File: src/rtl/kronecker_sequencer.sv
// ============================================================================
// Module      : kronecker_sequencer
// Description : Streams the Kronecker product A (x) B element by element in
//               row-major order through a valid/ready handshake.
// Revision    : 1.0 - initial release
// ============================================================================
`default_nettype none

module kronecker_sequencer #(
    parameter int word_size     = 32,
    parameter int Amatrixrownum = 2,
    parameter int Amatrixcolnum = 2,
    parameter int Bmatrixrownum = 2,
    parameter int Bmatrixcolnum = 2,
    localparam int c_ROW_W = (Amatrixrownum * Bmatrixrownum > 1) ?
                             $clog2(Amatrixrownum * Bmatrixrownum) : 1,
    localparam int c_COL_W = (Amatrixcolnum * Bmatrixcolnum > 1) ?
                             $clog2(Amatrixcolnum * Bmatrixcolnum) : 1
) (
    input  logic                                           clk,
    input  logic                                           rst_n,
    input  logic                                           start,
    input  logic [Amatrixrownum*Amatrixcolnum*word_size-1:0] A,
    input  logic [Bmatrixrownum*Bmatrixcolnum*word_size-1:0] B,
    output logic                                           busy,
    output logic                                           out_valid,
    input  logic                                           out_ready,
    output logic [word_size-1:0]                           out_data,
    output logic [c_ROW_W-1:0]                             out_row,
    output logic [c_COL_W-1:0]                             out_col,
    output logic                                           out_last,
    output logic                                           done
);

    localparam logic [1:0] c_IDLE = 2'd0;
    localparam logic [1:0] c_RUN  = 2'd1;
    localparam logic [1:0] c_DONE = 2'd2;

    localparam int c_A_LEN = Amatrixrownum * Amatrixcolnum * word_size;
    localparam int c_B_LEN = Bmatrixrownum * Bmatrixcolnum * word_size;
    localparam int c_AR_W  = (Amatrixrownum > 1) ? $clog2(Amatrixrownum) : 1;
    localparam int c_AC_W  = (Amatrixcolnum > 1) ? $clog2(Amatrixcolnum) : 1;
    localparam int c_BR_W  = (Bmatrixrownum > 1) ? $clog2(Bmatrixrownum) : 1;
    localparam int c_BC_W  = (Bmatrixcolnum > 1) ? $clog2(Bmatrixcolnum) : 1;
    localparam int c_TR    = Amatrixrownum * Bmatrixrownum;
    localparam int c_TC    = Amatrixcolnum * Bmatrixcolnum;

    logic [1:0]           r_state;
    logic [1:0]           w_state_nxt;
    logic [c_A_LEN-1:0]   r_a;
    logic [c_B_LEN-1:0]   r_b;
    logic [c_A_LEN-1:0]   w_a_src;
    logic [c_B_LEN-1:0]   w_b_src;
    logic [word_size-1:0] w_a_elem [Amatrixrownum][Amatrixcolnum];
    logic [word_size-1:0] w_b_elem [Bmatrixrownum][Bmatrixcolnum];
    logic [word_size-1:0] w_mul_a;
    logic [word_size-1:0] w_mul_b;
    logic [word_size-1:0] w_prod;

    // Counters address the element that will be loaded next.
    logic [c_AR_W-1:0]    r_ar;
    logic [c_AC_W-1:0]    r_ac;
    logic [c_BR_W-1:0]    r_br;
    logic [c_BC_W-1:0]    r_bc;
    logic [c_ROW_W-1:0]   r_nrow;
    logic [c_COL_W-1:0]   r_ncol;

    logic w_bc_wrap, w_ac_wrap, w_br_wrap, w_ar_wrap, w_final;
    logic w_col_wrap, w_row_wrap;
    logic w_accept, w_load, w_fin_accept;

    // While idle the counters sit at zero, so the live inputs feed element (0,0).
    assign w_a_src = (r_state == c_IDLE) ? A : r_a;
    assign w_b_src = (r_state == c_IDLE) ? B : r_b;

    for (genvar i = 0; i < Amatrixrownum; i++) begin : g_a_row
        for (genvar j = 0; j < Amatrixcolnum; j++) begin : g_a_col
            assign w_a_elem[i][j] =
                w_a_src[(Amatrixrownum*Amatrixcolnum-1-(i*Amatrixcolnum+j))*word_size +: word_size];
        end
    end

    for (genvar i = 0; i < Bmatrixrownum; i++) begin : g_b_row
        for (genvar j = 0; j < Bmatrixcolnum; j++) begin : g_b_col
            assign w_b_elem[i][j] =
                w_b_src[(Bmatrixrownum*Bmatrixcolnum-1-(i*Bmatrixcolnum+j))*word_size +: word_size];
        end
    end

    assign w_mul_a = w_a_elem[r_ar][r_ac];
    assign w_mul_b = w_b_elem[r_br][r_bc];
    assign w_prod  = w_mul_a * w_mul_b;

    assign w_bc_wrap  = (r_bc == c_BC_W'(Bmatrixcolnum - 1));
    assign w_ac_wrap  = (r_ac == c_AC_W'(Amatrixcolnum - 1));
    assign w_br_wrap  = (r_br == c_BR_W'(Bmatrixrownum - 1));
    assign w_ar_wrap  = (r_ar == c_AR_W'(Amatrixrownum - 1));
    assign w_final    = w_bc_wrap & w_ac_wrap & w_br_wrap & w_ar_wrap;
    assign w_col_wrap = (r_ncol == c_COL_W'(c_TC - 1));
    assign w_row_wrap = (r_nrow == c_ROW_W'(c_TR - 1));

    assign w_accept     = (r_state == c_RUN) & out_valid & out_ready;
    assign w_load       = ((r_state == c_IDLE) & start) | (w_accept & ~out_last);
    assign w_fin_accept = w_accept & out_last;

    assign busy = (r_state == c_RUN);
    assign done = (r_state == c_DONE);

    always_ff @(posedge clk or negedge rst_n) begin
        if (!rst_n) begin
            r_state <= c_IDLE;
        end else begin
            r_state <= w_state_nxt;
        end
    end

    always_comb begin
        w_state_nxt = r_state;
        case (r_state)
            c_IDLE:  if (start) w_state_nxt = c_RUN;
            c_RUN:   if (w_fin_accept) w_state_nxt = c_DONE;
            c_DONE:  w_state_nxt = c_IDLE;
            default: w_state_nxt = c_IDLE;
        endcase
    end

    always_ff @(posedge clk or negedge rst_n) begin
        if (!rst_n) begin
            r_a       <= '0;
            r_b       <= '0;
            r_ar      <= '0;
            r_ac      <= '0;
            r_br      <= '0;
            r_bc      <= '0;
            r_nrow    <= '0;
            r_ncol    <= '0;
            out_valid <= 1'b0;
            out_data  <= '0;
            out_row   <= '0;
            out_col   <= '0;
            out_last  <= 1'b0;
        end else begin
            if ((r_state == c_IDLE) && start) begin
                r_a <= A;
                r_b <= B;
            end
            if (w_load) begin
                out_valid <= 1'b1;
                out_data  <= w_prod;
                out_row   <= r_nrow;
                out_col   <= r_ncol;
                out_last  <= w_final;
                // Advancing past the final element wraps everything back to zero.
                r_bc   <= w_bc_wrap ? '0 : r_bc + 1'b1;
                r_ncol <= w_col_wrap ? '0 : r_ncol + 1'b1;
                if (w_bc_wrap) begin
                    r_ac <= w_ac_wrap ? '0 : r_ac + 1'b1;
                end
                if (w_bc_wrap && w_ac_wrap) begin
                    r_br <= w_br_wrap ? '0 : r_br + 1'b1;
                end
                if (w_bc_wrap && w_ac_wrap && w_br_wrap) begin
                    r_ar <= w_ar_wrap ? '0 : r_ar + 1'b1;
                end
                if (w_col_wrap) begin
                    r_nrow <= w_row_wrap ? '0 : r_nrow + 1'b1;
                end
            end else if (w_fin_accept) begin
                out_valid <= 1'b0;
            end
        end
    end

endmodule

`default_nettype wire

File: config.mk
export PLATFORM = sky130hd
export DESIGN_NAME = kronecker_sequencer
export DESIGN_NICKNAME = d
export VERILOG_FILES = /design/src/rtl/kronecker_sequencer.sv
export SDC_FILE = /design/constraint.sdc
export NUM_CORES = 2
export LEC_CHECK = 0
export BUFFER_PORTS_ARGS = -buffer_cell sky130_fd_sc_hd__buf_2
export CORE_MARGIN = 10
export CORE_UTILIZATION = 41
export DETAILED_ROUTE_END_ITERATION = 16
export GPL_TIMING_DRIVEN = 0
export PLACE_DENSITY = 0.62
export SYNTH_ARGS = -nofsm -noshare
export SYNTH_HDL_FRONTEND = slang
export SYNTH_SLANG_ARGS = --single-unit
File: constraint.sdc
create_clock -name clk -period 11.8 [get_ports clk]
set_input_delay 3.54 -clock clk [delete_from_list [all_inputs] [get_ports clk]]
set_output_delay 3.54 -clock clk [all_outputs]
set_load 0.01 [all_outputs]
Yosys cells after proc, flatten, opt, wreduce, memory -nomap -nowiden

Cells that the tools add are included.

$add $sub $neg: 6
$mul: 1
Magnitude comparators: 4
Equality and inequality tests: 6
Mux-type cells: 25
Bitwise operators: 14
Reduce and logical (&&, ||, !) cells: 10

Operators with widths:

| operator            | number |
|---|---|
| $mux 64             | 6 |
| $mux 128            | 2 |
| $mux 32             | 6 |
| $mul 32x32->32      | 1 |
| $reduce_and 2->1    | 5 |
| $and 1x1->1         | 8 |
| $ge 2x2->1 const B  | 4 |
| $mux 2              | 4 |
| $not 1->2           | 4 |
| $eq 2x2->1 const B  | 3 |
| $mux 1              | 6 |
| $add 1x1->1 const B | 4 |
| $add 2x1->2 const B | 2 |
| $pmux 2 s2          | 1 |
| $logic_and 1x1->1   | 3 |
| $eq 2x1->1 const B  | 1 |
| $logic_not 2->1     | 1 |
| $ne 2x1->1 const B  | 1 |
| $ne 2x2->1 const B  | 1 |
| $reduce_bool 2->1   | 1 |
| $not 1->1           | 1 |
| $or 1x1->1          | 1 |

Bits in registers: 304
Input bits: 260
Output and inout port bits: 40
Logic and storage cells: 80

Longest topological paths before layout

Word-level depth: 9
Depth in mapped cells: 38

Worst setup path after synthesis

OpenSTA, ideal clock, no wires.

Kind: input -> register
Start point: input A[41]
End point: register out_data[31]
Data arrival time: 11.181 ns
Data required time: 11.675 ns
Path slack: 0.494 ns
Stages on the path: 29
Buffers on the path: 2
Path through: mux4_2 > o211ai_1 > clkbuf_1 > clkbuf_1 > nor2_1 > fa_1 > inv_1 > fa_1 > inv_1 > fa_1 > inv_1 > fa_1 > inv_1 > ha_1 > ha_1 > fa_1 > inv_1 > fa_1 > inv_1 > ha_1 > a211o_1 > o32ai_1 > o21ai_0 > a31o_2 > a41o_1 > o41ai_1 > o21ai_0 > xnor2_1 > mux2_2

Word-level cells in the longest chain between the ends: 8

Ends and longest elaborated chain:

| item                                       | RTL line | source |
|---|---|---|
| from (decl)                                | 23       | `input logic [Amatrixrownum*Amatrixcolnum*word_size-1:0] A,` |
| $mux 128                                   | 73       | `assign w_a_src = (r_state == c_IDLE) ? A : r_a;` |
| $mux 64 (not written as such) (3 in a row) | 90       | `assign w_mul_a = w_a_elem[r_ar][r_ac];` |
| $mux 32 (not written as such) (3 in a row) | 90       |  |
| $mul 32x32->32                             | 92       | `assign w_prod = w_mul_a * w_mul_b;` |
| to (signal assigned)                       | 149      | `out_data <= w_prod;` |
| to (decl)                                  | 28       | `output logic [word_size-1:0] out_data,` |

No other way between the ends. The select of a mux whose other input is x is not followed.
A chain may end at the register's enable or synchronous reset.

Worst setup path in the final report

Start point: input A[36]
End point: register out_data[31]

Same word-level chain as after synthesis.

==> impl_metrics.csv <==
group,metric,value,unit
clock_tree,cts.sinks,304,
layout,drive_gt1_share,18.6,%
synth,yosys.area_share.simple,18.0,%
synth,synthXorXnorAreaFrac,2.55,%
placed_design,pre_cts_ws,-2030,ps
synth,synth_fa_ha_area_share,31.6,%
critical_path,worstSetupPathType,"input pin to register",
critical_path,start_kind,"input pin",
synth,synth_top_area_share,26.5,%
global_routing,gr-total-overflow,0,
synth,synth-seq-cells,304,
timing,setup_viol,0,
synth,synth_top_area_cell,"fa_1",
critical_path,arrival,12110,ps
timing,period_share,98.6,%
timing,slew_headroom,12.3,%
floorplan,rows,100,
clock_tree,cts-root-buf,"clkbuf_16",
synth,async_reset_ff_share,100,%
floorplan,pin_count,300,
detailed_routing,drc,0,
critical_path,slowest_stage,"o221ai_2",
timing,fin_ws,160,ps
layout,layout_common_cells,"nand2_1 (781), inv_1 (473), fa_1 (408)",
clock_tree,insertion_delay,590,ps
synth,synthMuxAreaShare,8.13,%
critical_path,cp.required,12270,ps
floorplan,fp.dieH,294,um
placed_design,portBuffers,299,
detailed_routing,via_per_inst,5.43,
synth,yosys_warnings,0,
critical_path,crit_family,"adder cells",
floorplan,die_w,294,um
layout,n_fill_cell,7183,
synth,syn_area,30800,um^2
floorplan,coreArea,74400,um^2
global_routing,grt_usage,26.4,%
critical_path,path_common_cell,"fa_1",
placed_design,place.gp.congestion,0.962,
clock_tree,numCtsBuffers,39,
timing,tightest_slew,1310,ps
global_routing,grt_max_degree,104,
detailed_routing,drt_first_pass_iters,6,
synth,synth_area_leaders,"fa_1 (27%), dfrtp_1 (25%), nand2_1 (9.5%), mux4_2 (6.4%), inv_1 (5.8%)",
flow_run,maxCapViolCount,0,
clock_tree,clkSlewWorstSetupHoldPaths,60,ps
detailed_routing,wl,113000,um
placed_design,place_hpwl,89300,um
timing,hold_viol,0,
synth,ys_types,68,
detailed_routing,drt_iter0_drc,2354,
detailed_routing,drtAntennaViolNets,0,
timing,fmax,85.9,MHz
layout,syn_to_final_growth,14.9,%
timing,min_period,11640,ps
floorplan,initial_core_util,41.3,%
run_status,status,"complete, no violations",
global_routing,antenna_found_initial,4,
synth,syn-num-nets,4169,
layout,finalNetCount,4525,
timing,rsz0062_at_grt,"false",
clock_tree,htree_levels,2,
synth,yosysSeqAreaShare,24.7,%
synth,synth.avg_cell_area,9.11,um^2
timing,slew_viol_final,0,
layout,layout_commonest_cell,"nand2_1",
detailed_routing,wl_per_cell,23.9,um
floorplan,die-area,86400,um^2
layout,antenna-diode-count,0,
synth,synth_compound_area_share,6.36,%
synth,syn_inst,3376,
hold_path,hold_path_class,"register to register",
global_routing,grt_pass1_vias,27480,
detailed_routing,vias,25702,
clock_tree,cts_max_path_buffers,3,
synth,synth_top_family_by_area,"adder cells",
critical_path,slowest_delay,710,ps
critical_path,cp-end-kind,"register",
clock_tree,holdBufCountCts,0,
critical_path,crit_fanout,10,
critical_path,worstPathBufferInverterCount,6,
global_routing,grt_first_pass_wirelength,171000,um
clock_tree,cts_tree,"built",
timing,fin_skew,49.4,ps
synth,synth-edff-count,0,
synth,ys.flop_type,"dfrtp_1",
registers in the layout, summed over array words and instances, names as in the netlist:
signal,flops
r_b,128
out_col,2
out_last,1
r_bc,1
r_nrow,2
r_br,1
r_ac,1
r_state,2
out_data,32
out_row,2
out_valid,1
r_ar,1
r_ncol,2
r_a,128
synth_stat cells (all sizes together) (2+ instances only):
cell	instances
nor2b	5
a211o	3
a32oi	12
nand2b	40
a221oi	2
and2	3
mux4	87
fa	408
o221ai	8
mux2i	39
or2	112
nand3	6
o211a	4
a32o	2
a21oi	28
dfrtp	304
ha	125
clkbuf	164
o21a	4
xnor2	65
xor2	21
o21ai	125
nand2	781
nand4	2
o211ai	65
o31ai	2
a21o	17
a211oi	3
nor3	7
and3	2
mux2	10
o2111ai	2
buf	32
inv	473
o21bai	6
nor2	389
routing by layer:
metal | vias to the layer above | part of all wire, % | global-route usage (%)
met5 | - | 0.0097 | 0
met4 | 2 | 6.3 | 14.1
met3 | 297 | 9.8 | 6.58
met2 | 1322 | 46 | 42.9
met1 | 12903 | 37 | 32.0
li1 | 11178 | - | -
worst min-delay path, cell delays in order (launching register included):
cell	delay, ps
dfrtp_1	330
nand2_1	50
nand2_1	50
what timing repair did:
| item | in CTS | in global routing |
|---|---|---|
| resized for setup | 38 | 41 |
| setup buffers | 6 | 3 |
| endpoints found under the setup margin | 8 | 4 |
| pin swaps | 4 | 1 |
| hold endpoints to repair | 0 | 0 |
worst paths after layout:
kind,startpoint,end,slack (ps),depth (start not counted)
max,A[36],out_data[31],160,27
min,out_row[1],out_row[1],460,2
max reg2reg,r_br,out_data[31],1690,31
min reg2reg,out_row[1],out_row[1],460,2
max in group asynchronous,rst_n,r_a[34],7720,3
min in group asynchronous,rst_n,out_data[13],2790,1
final cells by class:
type	instances	area [um^2]	area share, %
buffer	196	926	2.62
clock buffer	49	1080	3.07
clock inverter	23	369	1.04
inverter	473	1780	5.02
multi-input combinational	2403	20700	58.5
sequential	304	7610	21.5
tap	969	1210	3.43
timing repair buffer	315	1700	4.80
stage by stage:
stage | utilization (%) | hold slack (ps) | setup TNS (ps) | instance area (um^2) | std cells
2_1_floorplan | - | 440 | 0 | 30800 | 3376
3_3_place_gp | 45.0 | 446 | -11510 | 33500 | 4644
3_5_place_dp | 45.2 | 451 | -11130 | 33600 | 4651
4_1_cts | 47.4 | 463 | -87.9 | 35300 | 4729
5_1_grt | 47.5 | 484 | 0 | 35300 | 4732
6_report | 47.5 | 457 | 0 | 35300 | 4732
kinds of logic after synthesis:
family,after synthesis
buffers and inverters,669
DFF,304
xor gates and xnor gates,87
AOI/OAI and AO/OA,294
and+or+nand+nor,1353
adders and majority gates,533
muxes,136
Power is not shown: default switching activity piles up to over one toggle a cycle in this logic, so the estimate is an artifact.
